<file path="config.mk">
export PLATFORM = sky130hd
export DESIGN_NAME = pipe_stage_reg
export DESIGN_NICKNAME = d
export VERILOG_FILES = /design/src/rtl/pipe_stage_reg.sv
export SDC_FILE = /design/constraint.sdc
export NUM_CORES = 1
export LEC_CHECK = 0
export ABC_CLOCK_PERIOD_IN_PS = 2400
export CAP_MARGIN = 15
export CORE_MARGIN = 3
export CORE_UTILIZATION = 35
export CTS_CLUSTER_DIAMETER = 100
export DETAILED_ROUTE_END_ITERATION = 7
export GPL_TIMING_DRIVEN = 0
export PLACE_DENSITY = 0.56
export REMOVE_ABC_BUFFERS = 1
export SLEW_MARGIN = 10
export SYNTH_ARGS = -nofsm -noshare
export SYNTH_HDL_FRONTEND = slang
export SYNTH_SLANG_ARGS = --single-unit
</file>
<file path="constraint.sdc">
create_clock -name clk -period 2.4 [get_ports clk]
set_input_delay 0.6 -clock clk [delete_from_list [all_inputs] [get_ports clk]]
set_output_delay 0.6 -clock clk [all_outputs]
set_load 0.02 [all_outputs]
</file>
<file path="src/rtl/pipe_stage_reg.sv">
// Generic inter-stage pipeline register with valid/ready handshake and a
// two-entry skid buffer (main entry M drives the outputs, skid entry S
// absorbs one op when downstream stalls). in_ready is registered, so there
// is no combinational ready path from downstream back to upstream.
// A synchronous flush kills both held ops and any op offered that cycle.
// out_ctrl is qualified by out_valid so a bubble never has side effects.
//
// Optional build macro: PIPE_STAGE_STATS_EN adds saturating stall and
// flush-discard counters (stat_stall, stat_flush).
module pipe_stage_reg #(
  parameter int unsigned CTRL_W   = 7,
  parameter int unsigned FLAG_W   = 2,
  parameter int unsigned DATA_W   = 32,
  parameter int unsigned NUM_DATA = 3,
  parameter int unsigned RD_W     = 6
) (
  input  logic                       clk,
  input  logic                       rst_n,
  input  logic                       flush,
  // Upstream side
  input  logic                       in_valid,
  output logic                       in_ready,
  input  logic [CTRL_W-1:0]          in_ctrl,
  input  logic [FLAG_W-1:0]          in_flags,
  input  logic [NUM_DATA*DATA_W-1:0] in_data,
  input  logic [RD_W-1:0]            in_rd,
  // Downstream side
  output logic                       out_valid,
  input  logic                       out_ready,
  output logic [CTRL_W-1:0]          out_ctrl,
  output logic [FLAG_W-1:0]          out_flags,
  output logic [NUM_DATA*DATA_W-1:0] out_data,
  output logic [RD_W-1:0]            out_rd
`ifdef PIPE_STAGE_STATS_EN
  ,
  output logic [15:0]                stat_stall,
  output logic [15:0]                stat_flush
`endif
);

  localparam int unsigned DataBits = NUM_DATA * DATA_W;

  typedef enum logic [1:0] {
    StEmpty = 2'd0,
    StOne   = 2'd1,
    StFull  = 2'd2
  } state_e;

  state_e state_q, state_d;

  // Valid bits are kept as their own flops so every output is a plain
  // register (or a register ANDed with a register), never a state decode.
  logic m_valid_q, m_valid_d;
  logic s_valid_q, s_valid_d;
  logic in_ready_q, in_ready_d;

  // Main entry payload
  logic [CTRL_W-1:0]   m_ctrl_q;
  logic [FLAG_W-1:0]   m_flags_q;
  logic [DataBits-1:0] m_data_q;
  logic [RD_W-1:0]     m_rd_q;

  // Skid entry payload
  logic [CTRL_W-1:0]   s_ctrl_q;
  logic [FLAG_W-1:0]   s_flags_q;
  logic [DataBits-1:0] s_data_q;
  logic [RD_W-1:0]     s_rd_q;

  // Handshakes and payload load strobes
  logic acc;
  logic dq;
  logic m_load_in;
  logic m_load_skid;
  logic s_load;

  assign acc = in_valid & in_ready_q;
  assign dq  = m_valid_q & out_ready;

  // Next-state and payload-steering decisions; flush overrides everything.
  always_comb begin
    state_d     = state_q;
    m_load_in   = 1'b0;
    m_load_skid = 1'b0;
    s_load      = 1'b0;

    if (flush) begin
      // Drop held and incoming ops; payload flops keep their contents.
      state_d = StEmpty;
    end else begin
      unique case (state_q)
        StEmpty: begin
          if (acc) begin
            m_load_in = 1'b1;
            state_d   = StOne;
          end
        end
        StOne: begin
          if (dq && acc) begin
            m_load_in = 1'b1;
          end else if (dq) begin
            state_d = StEmpty;
          end else if (acc) begin
            s_load  = 1'b1;
            state_d = StFull;
          end
        end
        StFull: begin
          // in_ready is low here, so only a dequeue can move things.
          if (dq) begin
            m_load_skid = 1'b1;
            state_d     = StOne;
          end
        end
        default: begin
          state_d = StEmpty;
        end
      endcase
    end
  end

  // Valid/ready flops follow directly from the next state.
  always_comb begin
    m_valid_d  = (state_d != StEmpty);
    s_valid_d  = (state_d == StFull);
    in_ready_d = ~s_valid_d;
  end

  // State, valid bits and registered ready.
  always_ff @(posedge clk or negedge rst_n) begin
    if (!rst_n) begin
      state_q    <= StEmpty;
      m_valid_q  <= 1'b0;
      s_valid_q  <= 1'b0;
      in_ready_q <= 1'b1;
    end else begin
      state_q    <= state_d;
      m_valid_q  <= m_valid_d;
      s_valid_q  <= s_valid_d;
      in_ready_q <= in_ready_d;
    end
  end

  // Main entry payload: refilled from the input or promoted from skid.
  always_ff @(posedge clk or negedge rst_n) begin
    if (!rst_n) begin
      m_ctrl_q  <= '0;
      m_flags_q <= '0;
      m_data_q  <= '0;
      m_rd_q    <= '0;
    end else if (m_load_in) begin
      m_ctrl_q  <= in_ctrl;
      m_flags_q <= in_flags;
      m_data_q  <= in_data;
      m_rd_q    <= in_rd;
    end else if (m_load_skid) begin
      m_ctrl_q  <= s_ctrl_q;
      m_flags_q <= s_flags_q;
      m_data_q  <= s_data_q;
      m_rd_q    <= s_rd_q;
    end
  end

  // Skid entry payload: captures the op accepted while M is stalled.
  always_ff @(posedge clk or negedge rst_n) begin
    if (!rst_n) begin
      s_ctrl_q  <= '0;
      s_flags_q <= '0;
      s_data_q  <= '0;
      s_rd_q    <= '0;
    end else if (s_load) begin
      s_ctrl_q  <= in_ctrl;
      s_flags_q <= in_flags;
      s_data_q  <= in_data;
      s_rd_q    <= in_rd;
    end
  end

  // Outputs straight from flops; only ctrl is bubble-qualified.
  always_comb begin
    in_ready  = in_ready_q;
    out_valid = m_valid_q;
    out_ctrl  = m_ctrl_q & {CTRL_W{m_valid_q}};
    out_flags = m_flags_q;
    out_data  = m_data_q;
    out_rd    = m_rd_q;
  end

`ifdef PIPE_STAGE_STATS_EN
  logic [15:0] stall_cnt_q, stall_cnt_d;
  logic [15:0] flush_cnt_q, flush_cnt_d;
  logic [1:0]  flush_add;
  logic [16:0] flush_sum;

  // Saturating counters: stalled-output cycles and ops killed by flush.
  always_comb begin
    stall_cnt_d = stall_cnt_q;
    if (m_valid_q && !out_ready && (stall_cnt_q != 16'hFFFF)) begin
      stall_cnt_d = stall_cnt_q + 16'd1;
    end

    flush_add = 2'd0;
    if (flush) begin
      flush_add = {1'b0, m_valid_q} + {1'b0, s_valid_q};
    end
    flush_sum   = {1'b0, flush_cnt_q} + {15'd0, flush_add};
    flush_cnt_d = flush_sum[16] ? 16'hFFFF : flush_sum[15:0];
  end

  // Counter registers; only rst_n clears them.
  always_ff @(posedge clk or negedge rst_n) begin
    if (!rst_n) begin
      stall_cnt_q <= '0;
      flush_cnt_q <= '0;
    end else begin
      stall_cnt_q <= stall_cnt_d;
      flush_cnt_q <= flush_cnt_d;
    end
  end

  assign stat_stall = stall_cnt_q;
  assign stat_flush = flush_cnt_q;
`endif

endmodule
</file>
==> results of run 1 <==
area by class of cell:
cell class                 instances  area [sq um]  area share
sequential                       226          5660       0.398
multi-input combinational        469          4320       0.304
timing repair buffer             263          2900       0.204
clock inverter                     5          52.6     0.00370
tap                              384           480      0.0338
clock buffer                      41           788      0.0555
power by group through the flow:
stage	logic (W)	registers [W]	clock network, W
6_report	0.00506	0.00615	0.00390
4_1_cts	0.00509	0.00613	0.00401
3_3_place_gp	0.00509	0.00612	0
2_1_floorplan	0.00244	0.00666	0
3_5_place_dp	0.00505	0.00616	0
5_1_grt	0.00541	0.00633	0.00419
how the worst min path moves through the flow:
stage,start,end,slack (ns),cells after the start
2_1_floorplan,rst_n,m_ctrl_q[0],0.30,0
3_5_place_dp,s_data_q[83],s_data_q[83],0.49,1
5_1_grt,rst_n,s_data_q[13],0.04,1
3_3_place_gp,s_flags_q[1],s_flags_q[1],0.49,1
6_report,rst_n,out_data[64],0.01,1
4_1_cts,rst_n,out_data[48],0.01,1
stage by stage:
stage | TNS (ns) | instance area (sq um) | hold WS (ns) | std cells | setup WS (ns)
after CTS | 0 | 14200 | 0.0120 | 1385 | 0.000499
after floorplan | -3068.19 | 9910 | 0.304 | 695 | -15.57
final | 0 | 14200 | 0.0138 | 1388 | 0.0656
after detailed placement | -183.02 | 13300 | 0.493 | 1336 | -0.965
after global placement | -9135.57 | 12700 | 0.487 | 1307 | -33.84
after global routing | 0 | 14200 | 0.0393 | 1388 | 0.00209
logic make-up after synthesis:
kind of cell	after synthesis	synth area share
DFF	226	0.544
buffers and inverters	100	0.0475
and+or+nand+nor	19	0.0114
xor gates and xnor gates	1	0.000842
muxes	111	0.153
AOI/OAI and AO/OA	338	0.244
cells in the mapped netlist:
| cell | number | area [sq um] |
|---|---|---|
| a2bb2oi_1 | 110 | 963 |
| and2_1 | 8 | 50.1 |
| mux2_4 | 90 | 1350 |
| nand3_1 | 1 | 5.00 |
| dfrtp_1 | 225 | 5630 |
| buf_2 | 34 | 170 |
| a21bo_2 | 1 | 10.0 |
| nand2_1 | 4 | 15.0 |
| xnor2_1 | 1 | 8.76 |
| clkbuf_1 | 47 | 176 |
| mux2_2 | 21 | 236 |
| nor3b_1 | 1 | 7.51 |
| a21boi_1 | 1 | 7.51 |
| dfstp_2 | 1 | 26.3 |
| clkbuf_2 | 1 | 5.00 |
| or3b_1 | 1 | 8.76 |
| buf_6 | 10 | 113 |
| nor3b_2 | 1 | 12.5 |
| a31oi_1 | 1 | 6.26 |
| nor2_1 | 1 | 3.75 |
| buf_1 | 8 | 30.0 |
| o32ai_1 | 1 | 8.76 |
| a21oi_1 | 2 | 10.0 |
| o21ai_0 | 111 | 556 |
| a221oi_1 | 1 | 8.76 |
| nor4bb_1 | 1 | 10.0 |
| or2_2 | 1 | 6.26 |
| a32oi_1 | 110 | 963 |
flip-flops by register name, indices dropped and copies added (netlist names):
name / count
out_data: 96
out_valid: 1
out_flags: 2
s_flags_q: 2
out_rd: 6
m_ctrl_q: 7
s_data_q: 96
state_q: 2
s_ctrl_q: 7
s_rd_q: 6
in_ready: 1
per-layer routing:
layer | wire length [um] | up-vias | GRT usage
met5 | 26 | - | 0
met4 | 338 | 4 | 0.0344
met3 | 2260 | 30 | 0.0490
met2 | 14400 | 221 | 0.291
met1 | 14000 | 4113 | 0.268
li1 | - | 3519 | -
critical path, delay by kind of cell:
kind | cells | cell delay [ns]
AO/OA/AOI/OAI | 1 | 0.45
buffers and inverters | 2 | 0.90
multiplexers | 1 | 0.33
AND/OR/NAND/NOR | 1 | 0.39
what timing repair did:
item	4_1_cts	5_1_grt
setup endpoints to repair	230	36
pin swaps	1	0
buffers inserted	3	2
gates resized for setup	6	0
cloned	0	1
==> run_results.csv, run 1 <==
group,metric,value,unit
placement,portBuffers,228,
clocking,cts.clk_slew.worst_paths,0.06,ns
pwr,p_leak,5.90,nW
sta,finalHoldViolations,0,
pwr,seq_power_share,0.407,
sta,rsz0062_at_grt,"false",
critical_path,cp-startpoint,"out_ready",
clocking,cts_hold_buf,0,
yosys,syn_avg_cell_area,13.1,sq um
clocking,cts.sinks,226,
floorplan,initial_core_util,0.358,
sta,finClkSkew,0.0119,ns
drt,num_vias,7887,
sta,min_period_over_period,0.973,
critical_path,cp.arrival,2.73,ns
critical_path,slowest_stage,"clkdlybuf4s50_1",
critical_path,cpPeakStageDelay,0.55,ns
layout,fillers,2590,
floorplan,die_area,31800,sq um
drt,vias_per_cell,5.68,
drt,totalWireLength,31.0,mm
pwr,p_total,0.0151,W
yosys,ys_warn_count,0,
layout,final_nets,1103,
yosys,syn-cell-area,10400,sq um
clocking,cts_max_level,1,
pwr,power_switching,0.00456,W
placement,routabilityCongestion,0.687,
critical_path,r2r-end,"s_data_q[30]",
layout,drive_gt1_frac,0.195,
drt,wl_per_cell,22.3,um
drt,drc,0,
yosys,ys_seq_area_frac,0.544,
critical_path,reg2reg_from,"in_ready",
floorplan,die_w,178,um
grt,grt_pass1_vias,8116,
pwr,internal-power,0.0106,W
pwr,comb_power_share,0.335,
min_path,hold_class,"input port to asynchronous set/reset pin",
grt,grt_overflow,0,
critical_path,reg2reg_depth,5,
clocking,clock-root-buffer,"clkbuf_16",
grt,grt.total_usage,0.188,
layout,area_delta_synth_final,36.6,%
critical_path,cp.required,2.80,ns
floorplan,core_area,29000,sq um
critical_path,path_class,"input port to flop",
drt,ant_nets,0,
grt,grt_pass1_wl,48.4,mm
critical_path,endpoint_kind,"flop",
drt,dr.first_iter.drc_count,516,
critical_path,cp_max_fo,41,
sta,worstMarginPinSlew,0.762,ns
run,maxCapViolCount,0,
yosys,ys_ff_latch,226,
layout,post-route-util,0.490,
drt,first_pass_iters,5,
sta,fmax,428,MHz
clocking,cts_buffer_depth,3,
sta,slew_violations,0,
floorplan,placement_rows,62,
grt,grt_max_degree,100,
pwr,power_density,1060,nW/um^2
clocking,clk_latency,0.52,ns
layout,final_cell_mix,"224 x clkdlybuf4s50_1, 224 x dfrtp_1, 111 x o21ai_0, 110 x a32oi_1, 110 x a2bb2oi_1",
floorplan,ios,229,
critical_path,path_cells,"clkdlybuf4s50_1 -> a21boi_1 -> nand2_8 -> buf_16 -> mux2_4",
grt,antenna_found_initial,2,
pwr,p_clk_frac,0.258,
critical_path,ff2ff_setup_slack,0.09,ns
floorplan,die_h,178,um
placement,dpl.hpwl,18.3,mm
status,status,"complete, no violations",
yosys,yosys.cell_types.count,28,
clocking,cts_tree,"built",
sta,finalSetupViolCount,0,
layout,antenna_cells,0,
sta,fin_crit,2.33,ns
pwr,ir_drop,0.538,mV
yosys,syn_inst,795,
critical_path,startpoint_type,"input port",
sta,slew_headroom,0.492,
clocking,cts_buffers,27,
critical_path,crit_path_end,"s_data_q[30]",
pwr,switching_share,0.302,
Note: power is estimated with default switching activity, not from simulation.
==> inputs of run 2 (changes only) <==
Settings changed: ABC_AREA from default to 0, SLEW_MARGIN 10 to 20.
==> run_results.csv, run 2 (same netlist as run 1, synthesis figures left out) <==
group,metric,value,unit
grt,grt_pass1_wl,48.8,mm
critical_path,startpoint_type,"flop",
clocking,cts_max_level,1,
layout,antenna_cells,0,
clocking,cts.sinks,226,
critical_path,cp.arrival,1.73,ns
critical_path,path_cells,"clkdlybuf4s50_1",
sta,finalSetupViolCount,0,
sta,min_period_over_period,0.969,
status,status,"complete, no violations",
critical_path,reg2reg_depth,6,
critical_path,path_buf_inv,1,
critical_path,cpPeakStageDelay,0.66,ns
critical_path,cp.depth,1,
layout,final_cell_count_no_fill,1391,
drt,totalWireLength,30.9,mm
floorplan,core_area,29000,sq um
critical_path,endpoint_kind,"output pin",
drt,drc,0,
sta,finClkSkew,0.00948,ns
min_path,hold_class,"input port to asynchronous set/reset pin",
grt,grt_pass1_vias,8221,
layout,final_nets,1103,
critical_path,slowest_stage,"clkdlybuf4s50_1",
pwr,power_density,1070,nW/um^2
sta,fin_crit,2.33,ns
sta,slew_headroom,0.477,
grt,antenna_found_initial,3,
critical_path,path_class,"flop to output pin",
floorplan,die_w,178,um
sta,slew_violations,0,
run,maxCapViolCount,0,
floorplan,ios,229,
placement,routabilityCongestion,0.687,
pwr,p_leak,5.92,nW
drt,num_vias,7846,
layout,fillers,2606,
layout,area_delta_synth_final,36.6,%
clocking,cts_buffers,27,
layout,post-route-util,0.490,
drt,dr.first_iter.drc_count,508,
sta,worstMarginPinSlew,0.784,ns
clocking,cts_hold_buf,0,
floorplan,placement_rows,62,
pwr,ir_drop,0.543,mV
sta,finalHoldViolations,0,
pwr,p_total,0.0152,W
placement,portBuffers,228,
layout,final_cell_mix,"224 x clkdlybuf4s50_1, 224 x dfrtp_1, 111 x o21ai_0, 110 x a32oi_1, 110 x a2bb2oi_1",
critical_path,cp.required,1.80,ns
sta,rsz0062_at_grt,"false",
layout,drive_gt1_frac,0.203,
placement,dpl.hpwl,18.6,mm
sta,fmax,430,MHz
drt,wl_per_cell,22.2,um
clocking,cts_buffer_depth,3,
clocking,clock-root-buffer,"clkbuf_16",
grt,grt_overflow,0,
floorplan,die_h,178,um
drt,ant_nets,0,
grt,grt.total_usage,0.190,
critical_path,cp_max_fo,4,
clocking,clk_latency,0.52,ns
drt,first_pass_iters,4,
drt,vias_per_cell,5.64,
clocking,cts_tree,"built",
grt,grt_max_degree,84,
placement,place_inst,1340,
floorplan,die_area,31800,sq um
floorplan,initial_core_util,0.358,
clocking,cts.clk_slew.worst_paths,0.06,ns
critical_path,ff2ff_setup_slack,0.08,ns
critical_path,crit_family,"buffers and inverters",
-- run 2: path summary, 6_finish.rpt --
path / from / to
max: in_ready / in_ready
min: rst_n / out_data[64]
max reg2reg: out_valid / s_data_q[38]
min reg2reg: s_rd_q[4] / s_rd_q[4]
max in group asynchronous: rst_n / in_ready
min in group clk: flush / out_valid
-- run 2: cell type report --
type	instances	area, sq um	share of cell area
Multi-Input combinational cell	469	4320	0.304
Clock buffer	36	769	0.0541
Timing Repair Buffer	263	2880	0.203
Tap cell	384	480	0.0338
Sequential cell	226	5660	0.398
Clock inverter	13	98.8	0.00696
-- run 2: through the flow --
step                      area, sq um  hold slack, ns  worst slack [ns]   TNS, ns
final                           14200          0.0522            0.0748         0
after global routing            14200          0.0816            0.0231         0
after CTS                       14200          0.0650            0.0261         0
after detailed placement        13300           0.493            -0.888   -143.94
after global placement          12700           0.487            -33.84  -9135.57
after floorplan                  9910           0.304            -15.57  -3068.19
-- run 2: repair_timing --
item                                    CTS  global route
buffers inserted                          2             0
resized for setup                         4             2
endpoints found under the setup margin  201           136
pin swaps                                 1             1
-- run 2: where the power goes --
group	leakage (nW)	switching (W)	internal [W]
registers	2.61	0.000824	0.00533
clock network	0.433	0.00163	0.00235
logic	2.88	0.00217	0.00286
total	5.92	0.00462	0.0105
-- run 2: layer usage --
| layer | share of wire | vias to the layer above | GRT usage |
|---|---|---|---|
| met4 | 0.016 | 6 | 0.0321 |
| met2 | 0.46 | 264 | 0.298 |
| met3 | 0.079 | 39 | 0.0532 |
| met1 | 0.45 | 4011 | 0.265 |
| li1 | - | 3526 | - |
| met5 | 0.0013 | - | 0 |
